$ cat config.mk
export PLATFORM = sky130hd
export DESIGN_NAME = output_bram_readout_scheduler
export DESIGN_NICKNAME = d
export VERILOG_FILES = /design/src/rtl/output_readout_pkg.sv /design/src/rtl/readout_skid_fifo.sv /design/src/rtl/output_bram_readout_scheduler.sv
export SDC_FILE = /design/constraint.sdc
export NUM_CORES = 1
export LEC_CHECK = 0
export CELL_PAD_IN_SITES_DETAIL_PLACEMENT = 0
export CELL_PAD_IN_SITES_GLOBAL_PLACEMENT = 1
export CORE_MARGIN = 3
export CORE_UTILIZATION = 33
export DETAILED_ROUTE_END_ITERATION = 6
export GPL_ROUTABILITY_DRIVEN = 0
export PLACE_DENSITY_LB_ADDON = 0.1
export SYNTH_ARGS = -nofsm -noshare
export SYNTH_HDL_FRONTEND = slang
export SYNTH_SLANG_ARGS = --single-unit
$ cat constraint.sdc
create_clock -name i_clock -period 4.2 [get_ports i_clock]
set_input_delay 0.42 -clock i_clock [delete_from_list [all_inputs] [get_ports i_clock]]
set_output_delay 0.42 -clock i_clock [all_outputs]
set_load 0.1 [all_outputs]
$ cat src/rtl/output_readout_pkg.sv
// Shared types for the output BRAM readout scheduler: FSM states and the
// entry format carried from the BRAM capture stage to the output stream.
package output_readout_pkg;

  localparam int DEFAULT_DATA_WIDTH = 32;
  localparam int DEFAULT_BRAM_NUM   = 4;
  localparam int DEFAULT_BRAM_DEPTH = 1152;

  typedef enum logic [1:0] {
    IDLE,
    READ,
    DRAIN,
    DONE
  } readout_state_t;

  typedef struct packed {
    logic [DEFAULT_DATA_WIDTH-1:0]       data;
    logic [$clog2(DEFAULT_BRAM_NUM)-1:0] bank;
    logic                                last;
  } readout_entry_t;

endpackage

$ cat src/rtl/readout_skid_fifo.sv
// Two-entry FIFO between the BRAM capture stage and the output stream.
// The caller guarantees no push when full and no pop when empty.
module readout_skid_fifo
  import output_readout_pkg::*;
#(
  parameter type entry_t = readout_entry_t
) (
  input  logic       clock,
  input  logic       reset,
  input  logic       push,
  input  entry_t     entry,
  input  logic       pop,
  output logic [1:0] count,
  output entry_t     head
);

  entry_t mem [2];
  logic   wr_ptr;
  logic   rd_ptr;

  always_ff @(posedge clock) begin
    if (reset) begin
      wr_ptr <= 1'b0;
      rd_ptr <= 1'b0;
      count  <= 2'd0;
    end else begin
      // NOTE: state registers use non-blocking assignments so every flop samples pre-edge values.
      if (push) wr_ptr <= ~wr_ptr;
      if (pop)  rd_ptr <= ~rd_ptr;
      count <= count + 2'(push) - 2'(pop);
    end
  end

  // NOTE: storage is not reset; entries are only visible once count says they were written.
  always_ff @(posedge clock) begin
    if (push) mem[wr_ptr] <= entry;
  end

  assign head = mem[rd_ptr];

endmodule

$ cat src/rtl/output_bram_readout_scheduler.sv
// Reads every output BRAM bank address-major/bank-minor after a conv tile and
// serialises the returned words into one valid/ready stream.
module output_bram_readout_scheduler
  import output_readout_pkg::*;
#(
  parameter int DATA_WIDTH                = DEFAULT_DATA_WIDTH,
  parameter int OUTPUT_BRAM_NUM           = DEFAULT_BRAM_NUM,
  parameter int OUTPUT_BRAM_DEPTH         = DEFAULT_BRAM_DEPTH,
  parameter int OUTPUT_BRAM_ADDRESS_WIDTH = $clog2(OUTPUT_BRAM_DEPTH),
  parameter int BANK_WIDTH                = $clog2(OUTPUT_BRAM_NUM)
) (
  input  logic                                 i_clock,
  input  logic                                 i_reset,
  input  logic                                 i_start,
  input  logic [OUTPUT_BRAM_ADDRESS_WIDTH-1:0] i_base_address,
  input  logic [OUTPUT_BRAM_ADDRESS_WIDTH:0]   i_word_count,
  input  logic                                 i_reset_busy,
  output logic                                 o_renable  [0:OUTPUT_BRAM_NUM-1],
  output logic [OUTPUT_BRAM_ADDRESS_WIDTH-1:0] o_raddress [0:OUTPUT_BRAM_NUM-1],
  input  logic [DATA_WIDTH-1:0]                i_bram_data [0:OUTPUT_BRAM_NUM-1],
  output logic [DATA_WIDTH-1:0]                o_data,
  output logic [BANK_WIDTH-1:0]                o_bank,
  output logic                                 o_valid,
  input  logic                                 i_ready,
  output logic                                 o_last,
  output logic                                 o_busy,
  output logic                                 o_done
);

  typedef struct packed {
    logic [DATA_WIDTH-1:0] data;
    logic [BANK_WIDTH-1:0] bank;
    logic                  last;
  } entry_t;

  localparam logic [BANK_WIDTH-1:0]                LAST_BANK = BANK_WIDTH'(OUTPUT_BRAM_NUM - 1);
  localparam logic [OUTPUT_BRAM_ADDRESS_WIDTH:0]   ONE_LEFT  = (OUTPUT_BRAM_ADDRESS_WIDTH + 1)'(1);

  readout_state_t                       state;
  readout_state_t                       state_next;
  logic [OUTPUT_BRAM_ADDRESS_WIDTH-1:0] address;
  logic [OUTPUT_BRAM_ADDRESS_WIDTH:0]   address_left;
  logic [BANK_WIDTH-1:0]                bank;
  logic                                 inflight;
  logic [BANK_WIDTH-1:0]                bank_d1;
  logic                                 last_d1;
  logic                                 issue;
  logic                                 final_read;
  logic                                 pop;
  logic [2:0]                           credit_used;
  logic [1:0]                           fifo_count;
  entry_t                               push_entry;
  entry_t                               head;

  assign pop        = o_valid & i_ready;
  assign final_read = (bank == LAST_BANK) && (address_left == ONE_LEFT);

  // A read is only launched when its word is guaranteed a FIFO slot on return.
  assign credit_used = {1'b0, fifo_count} + {2'b00, inflight} - {2'b00, pop};
  assign issue       = (state == READ) && !i_reset_busy && (credit_used < 3'd2);

  always_ff @(posedge i_clock) begin
    if (i_reset) state <= IDLE;
    else         state <= state_next;
  end

  always_comb begin
    // NOTE: default first so every path assigns state_next and no latch is inferred.
    state_next = state;
    unique case (state)
      IDLE:    if (i_start) state_next = (i_word_count != '0) ? READ : DONE;
      READ:    if (issue && final_read) state_next = DRAIN;
      DRAIN:   if (pop && head.last) state_next = DONE;
      DONE:    state_next = IDLE;
      default: state_next = IDLE;
    endcase
  end

  always_ff @(posedge i_clock) begin
    if (i_reset) begin
      address      <= '0;
      address_left <= '0;
      bank         <= '0;
      inflight     <= 1'b0;
      bank_d1      <= '0;
      last_d1      <= 1'b0;
    end else begin
      inflight <= issue;
      bank_d1  <= bank;
      last_d1  <= final_read;
      if (state == IDLE && i_start) begin
        address      <= i_base_address;
        address_left <= i_word_count;
        bank         <= '0;
      end else if (issue) begin
        if (bank == LAST_BANK) begin
          bank         <= '0;
          address      <= address + 1'b1;
          address_left <= address_left - 1'b1;
        end else begin
          bank <= bank + 1'b1;
        end
      end
    end
  end

  always_comb begin
    for (int b = 0; b < OUTPUT_BRAM_NUM; b++) begin
      o_renable[b]  = issue && (bank == BANK_WIDTH'(b));
      o_raddress[b] = address;
    end
  end

  assign push_entry = '{data: i_bram_data[bank_d1], bank: bank_d1, last: last_d1};

  readout_skid_fifo #(
    .entry_t (entry_t)
  ) u_fifo (
    .clock (i_clock),
    .reset (i_reset),
    .push  (inflight),
    .entry (push_entry),
    .pop   (pop),
    .count (fifo_count),
    .head  (head)
  );

  assign o_valid = (fifo_count != 2'd0);
  assign o_data  = o_valid ? head.data : '0;
  assign o_bank  = o_valid ? head.bank : '0;
  assign o_last  = o_valid & head.last;
  assign o_busy  = (state != IDLE);
  assign o_done  = (state == DONE);

endmodule
# == Word-level counts from Yosys, hierarchy flattened ==
# Memory sizes are Yosys's and may differ from the RTL's. A register that Yosys moved wholly into a read port is not among the register bits.
# Cells that the tools add are included.
# word_totals
register_bits,35
ram_bits,70
inputBits,156
output_inout_bits,86
elab_cells,77
n_memories,1
# memory_table
name,depth,width,rd,rd_ports_with_merged_regs,wr,line_no,rtl
u_fifo.mem,2,35,1,1,1,readout_skid_fifo.sv:17,entry_t mem [2];
# op_classes
n_addsub,7
order_cmp,2
n_eq_ne,10
n_mux,21
bitwise,5
reduce_logical,21
# op_table
op,count
32-bit 2-to-1 mux,3
32-bit binary-select mux with 2-bit select,1
12-bit 2-to-1 mux,3
11-bit 2-to-1 mux,3
"12-bit by 1-bit equality test with 1-bit output, second input constant",1
2-bit 2-to-1 mux,6
12-bit nonzero test,1
"12-bit by 1-bit subtractor with 12-bit output, second input constant",1
"11-bit by 1-bit adder with 11-bit output, second input constant",1
1-bit logical AND,10
"2-bit equality test, second input constant",4
2-bit one-hot mux with 4 select lines,1
2-bit nonzero test,4
"2-bit by 1-bit equality test with 1-bit output, second input constant",2
2-bit zero test,2
1-bit 2-to-1 mux,4
"2-bit inequality test, second input constant",2
2-bit by 1-bit adder with 3-bit output,1
"3-bit >= comparator, second input constant",1
"3-bit by 2-bit less-than comparator with 1-bit output, second input constant",1
2-bit NOT with 3-bit output,1
3-bit AND reduction,1
3-bit by 1-bit subtractor with 3-bit output,1
2-bit by 1-bit adder with 2-bit output,1
other kinds (8),10

# == Logic depth before layout (Yosys ltp) ==
# logic_depth
word_depth,8
mapped_depth,12
depth_no_buf,11

# == Cells and area by module ==
# From an unflattened synthesis, not the netlist that was laid out.
# hier_totals
hier_cells,453
area_unflattened_um2,5998.3
# modules_own_cells
module,instances,cells_each,area_per_inst_um2,seq_area_each_um2
output_bram_readout_scheduler,1,325,3111.7,620.6
readout_skid_fifo,1,128,2886.5,2202.1

# == Worst setup path before layout ==
# OpenSTA, ideal clock, no wires.
# synth_path
path_kind,flip-flop to flip-flop
startpoint,register u_fifo.count[1]
endpoint,register address[3]
setup_time_ps,86
arrival_ps,3272
t_required_ps,4114
path_slack_ps,842
stages_incl_launch_ff,13
n_path_buf,1
synth_period_minus_slack_ps,3358
path_cell_list,dfxtp_1 -> o21ai_0 -> inv_1 -> ha_1 -> inv_1 -> ha_1 -> fa_1 -> nor3b_4 -> and3_1 -> buf_2 -> nand3_1 -> xor2_1 -> a211oi_1
# synth_between
elab_chain_cells,7
word_cells_on_any_way,8
classes_between,2 x add/sub; 1 x order compare; 1 x bitwise; 4 x reduce/logical
# synth_lines
item,line_no,rtl
from (decl),readout_skid_fifo.sv:13,"output logic [1:0] count,"
from (signal assigned),readout_skid_fifo.sv:30,count <= count + 2'(push) - 2'(pop);
2-bit nonzero test,output_bram_readout_scheduler.sv:128,assign o_valid = (fifo_count != 2'd0);
1-bit AND,output_bram_readout_scheduler.sv:55,assign pop = o_valid & i_ready;
via pop,output_bram_readout_scheduler.sv:49,logic pop;
3-bit by 1-bit subtractor with 3-bit output,output_bram_readout_scheduler.sv:59,"assign credit_used = {1'b0, fifo_count} + {2'b00, inflight} - {2'b00, pop};"
via credit_used[1],output_bram_readout_scheduler.sv:50,logic [2:0] credit_used;
3-bit by 2-bit less-than comparator with 1-bit output,output_bram_readout_scheduler.sv:60,assign issue = (state == READ) && !i_reset_busy && (credit_used < 3'd2);
1-bit logical AND,output_bram_readout_scheduler.sv:60,
2-bit nonzero test (no source line),-,
2-bit AND reduction (no source line),-,
to (signal assigned),output_bram_readout_scheduler.sv:92,address <= i_base_address;
to (signal assigned),output_bram_readout_scheduler.sv:98,address <= address + 1'b1;
to (decl),output_bram_readout_scheduler.sv:41,logic [OUTPUT_BRAM_ADDRESS_WIDTH-1:0] address;
# The timed path passes the listed nets, and every way through them passes these cells.
# A chain may end at the register's enable or synchronous reset.

==> flow_summary_export.csv <==
group,metric,value,unit
sta,relSlewSlack,28.9,%
logic_synthesis,synth.most_common_cell,"edfxtp_1",
power_and_ir_drop,seq_power_share,26.0,%
clocking,cts_tree,"built",
worst_setup_path,critPathRequiredTime,3780,ps
grt,grt_pass1_vias,4293,
clocking,cts.sinks,106,
clocking,cts_root_buf,"clkbuf_16",
sta,setup_slack,649,ps
worst_setup_path,worstPathArrival,3130,ps
clocking,h-tree-depth,3,
logic_synthesis,synthTopCellsByCount,"70 x edfxtp_1, 65 x nor2_1, 38 x mux2i_1",
sta,hold_ws,438,ps
grt,gr-total-overflow,0,
placed_design,hpwlAfterDp,10900,µm
power_and_ir_drop,comb_power_share,58.2,%
logic_synthesis,yosys_register_bits,106,
cells_and_area,fin_util,51.4,%
logic_synthesis,synth_area_per_cell,12.6,µm²
cells_and_area,syn_to_final_growth,49.6,%
floorplanning,die-area,0.0184,mm²
route,remaining_drc_errors,0,
logic_synthesis,yosysTopAreaCell,"edfxtp_1",
clocking,worstSkewPairLatency,340,ps
logic_synthesis,synth_warnings,0,
logic_synthesis,yosysSeqAreaShare,50.8,%
sta,worst_slew_pin_slew,1060,ps
clocking,cts_buffers,9,
floorplanning,start_util,34.4,%
grt,grtUsageTotal,15.5,%
logic_synthesis,yosysTopAreaCellShare,37.8,%
worst_setup_path,cp-start-kind,"flop",
logic_synthesis,synth_flop_cell,"edfxtp_1",
clocking,cts_resized,0,
route,drtIter0Drc,155,
cells_and_area,layout.cells.non_filler,862,
floorplanning,fp.dieH,136,µm
power_and_ir_drop,power_leakage,2.75,nW
sta,rsz0062_at_grt,"no",
clocking,holdBufCountCts,0,
worst_setup_path,crit_path_top_delay_cell,"fa_1",
cells_and_area,final_area,0.00832,mm²
floorplanning,die_x,136,µm
placed_design,port_buffers,241,
flow_run,maxCapViolCount,0,
sta,slew_viol_final,0,
route,wl_per_cell,16.9,µm
cells_and_area,diodes,0,
placed_design,dp.cells,847,
logic_synthesis,yosys-top-cells-area,"edfxtp_1 38%, dfxtp_1 13%, mux4_2 13%, mux2i_1 6.8%, buf_4 4.5%",
sta,finalHoldViolations,0,
clocking,post_cts_buffers,0,
clocking,clk_pin_slew,70,ps
outcome,outcome,"completed",
logic_synthesis,syn-instance-count,440,
grt,grtUsageMet1,19.0,%
logic_synthesis,synth_cell_types,40,
power_and_ir_drop,total_power,5.51,mW
power_and_ir_drop,power.share.clock,15.8,%
power_and_ir_drop,power.density,662,mW/mm²
worst_setup_path,critPathMaxStageDelay,480,ps
power_and_ir_drop,p_switching,2.86,mW
worst_setup_path,critical_path_class,"flop to primary output",
sta,fmax,282,MHz
worst_setup_path,worst-path-max-fanout,11,
worst_setup_path,critPathCaptureType,"primary output",
grt,grt.busiest_layer,"met2",
route,via_count,4186,
power_and_ir_drop,p_int,2.65,mW
clocking,cts_buffer_depth,2,
floorplanning,io-pin-count,242,
sta,timing.final.crit_period,3550,ps
placed_design,placed_area,0.00801,mm²
worst_setup_path,crit_chain,"o21ai_0 -> inv_1 -> ha_1 -> inv_1 -> ha_1 -> fa_1 -> nor3b_4 -> and3_1 -> buf_4 -> buf_12",
logic_synthesis,syn_area,0.00556,mm²
cells_and_area,drive_gt1_share,10.8,%
logic_synthesis,async_flop_share,0,%
logic_synthesis,synth_nets,611,
sta,fin_skew,3.75,ps
sta,tns,0,ps
route,wl,14600,µm
grt,antenna_found_initial,0,
floorplanning,row_count,46,
grt,grt_pass1_wl,22400,µm
route,antenna_left,0,
route,first_pass_iters,4,
sta,setup_viol,0,
route,via_per_inst,4.86,
logic_synthesis,synth_edf_count,70,
grt,grt_use_met2,27.2,%
grt,globalRouteMet3Util,2.93,%
sta,fin_crit_sh,84.5,%
power_and_ir_drop,peakVddDrop,447,µV
cells_and_area,nFillCells,1406,
grt,grt_max_degree,46,
power_and_ir_drop,sw_frac_of_total,51.9,%
placed_design,dp_slack,629,ps
min_path,hp-class,"flop to flop",
cells_and_area,final_nets,813,
floorplanning,coreArea,0.0162,mm²
[routing by layer]
layer	wire length, µm	vias up
li1	-	2019
met2	7310	155
met5	0	-
met1	5880	1989
met4	374	0
met3	997	23
[critical path, delay by kind of cell (launching register included)]
family | cells | cell delay, ps
adders and majority gates | 3 | 950
and+or+nand+nor | 2 | 600
AOI/OAI and AO/OA | 1 | 340
DFF | 1 | 380
buffers and inverters | 4 | 520
[sequential cells by signal, summed over array words and instances (netlist names), 2 cells and up, named ones only]
register / count
bank_d1: 2
u_fifo.count: 2
state: 2
bank: 2
u_fifo.mem: 70
address: 11
address_left: 12
[final cells by class]
type / count / area, µm² / share of cell area, %
sequential: 106 / 2830 / 34.0
clock buffer: 9 / 225 / 2.71
clock inverter: 6 / 81.3 / 0.978
inverter: 14 / 52.6 / 0.632
multi-input combinational: 264 / 2360 / 28.4
tap: 216 / 270 / 3.25
timing repair buffer: 247 / 2500 / 30.0
[placed cells by master, fill, tap and decap left out, drive strengths merged]
cell type | Yosys | final
a311oi | 9 | 9
or3 | 8 | 8
nor3b | 3 | 3
xor2 | 9 | 9
a211oi | 15 | 15
clkinv | 0 | 2
or3b | 1 | 1
nor4 | 8 | 8
fa | 1 | 1
and4 | 1 | 1
nand2 | 8 | 8
clkinvlp | 0 | 1
dfxtp | 36 | 36
o21a | 1 | 1
nor2 | 65 | 65
clkdlybuf4s50 | 0 | 237
mux4 | 32 | 32
inv | 14 | 15
o211ai | 1 | 1
nor3 | 5 | 5
ha | 14 | 14
bufinv | 0 | 2
and2 | 3 | 3
o21ai | 10 | 10
nor2b | 3 | 3
mux2i | 38 | 38
or2 | 1 | 1
edfxtp | 70 | 70
clkbuf | 17 | 9
a21oi | 4 | 4
xnor2 | 8 | 8
or4 | 1 | 1
buf | 39 | 10
nand4 | 5 | 5
and3 | 5 | 5
nand3 | 5 | 5
[power groups by stage]
stage	registers [mW]	clock network, mW	logic [mW]
final	1.43	0.872	3.21
after global routing	1.46	0.935	3.35
after CTS	1.43	0.898	3.23
after detailed placement	1.46	0	3.23
after global placement	1.45	0	3.21
after floorplan	1.56	0	2.39
[kinds of logic (layout without fill, tap and decap cells)]
group / count (synthesis) / in the layout / synth area share, %
flops: 106 / 106 / 50.8
fa+ha+maj: 15 / 15 / 3.51
mux: 70 / 70 / 19.8
xor+xnor: 17 / 17 / 2.81
compound gates: 40 / 40 / 5.18
buf+inv: 70 / 276 / 7.04
simple gates: 122 / 122 / 10.9
[path summary, 6_finish.rpt]
kind / end / slack [ps] / depth (start not counted) / startpoint
max: o_renable[0] / 650 / 10 / u_fifo.count[1]$_SDFF_PP0_
min: u_fifo.mem[1][0]$_DFFE_PP_ / 440 / 0 / last_d1$_SDFF_PP0_
max reg2reg: address_left[6]$_SDFFE_PP0P_ / 900 / 10 / u_fifo.count[1]$_SDFF_PP0_
min reg2reg: u_fifo.mem[1][0]$_DFFE_PP_ / 440 / 0 / last_d1$_SDFF_PP0_
Note: power is estimated with default switching activity, not from simulation.
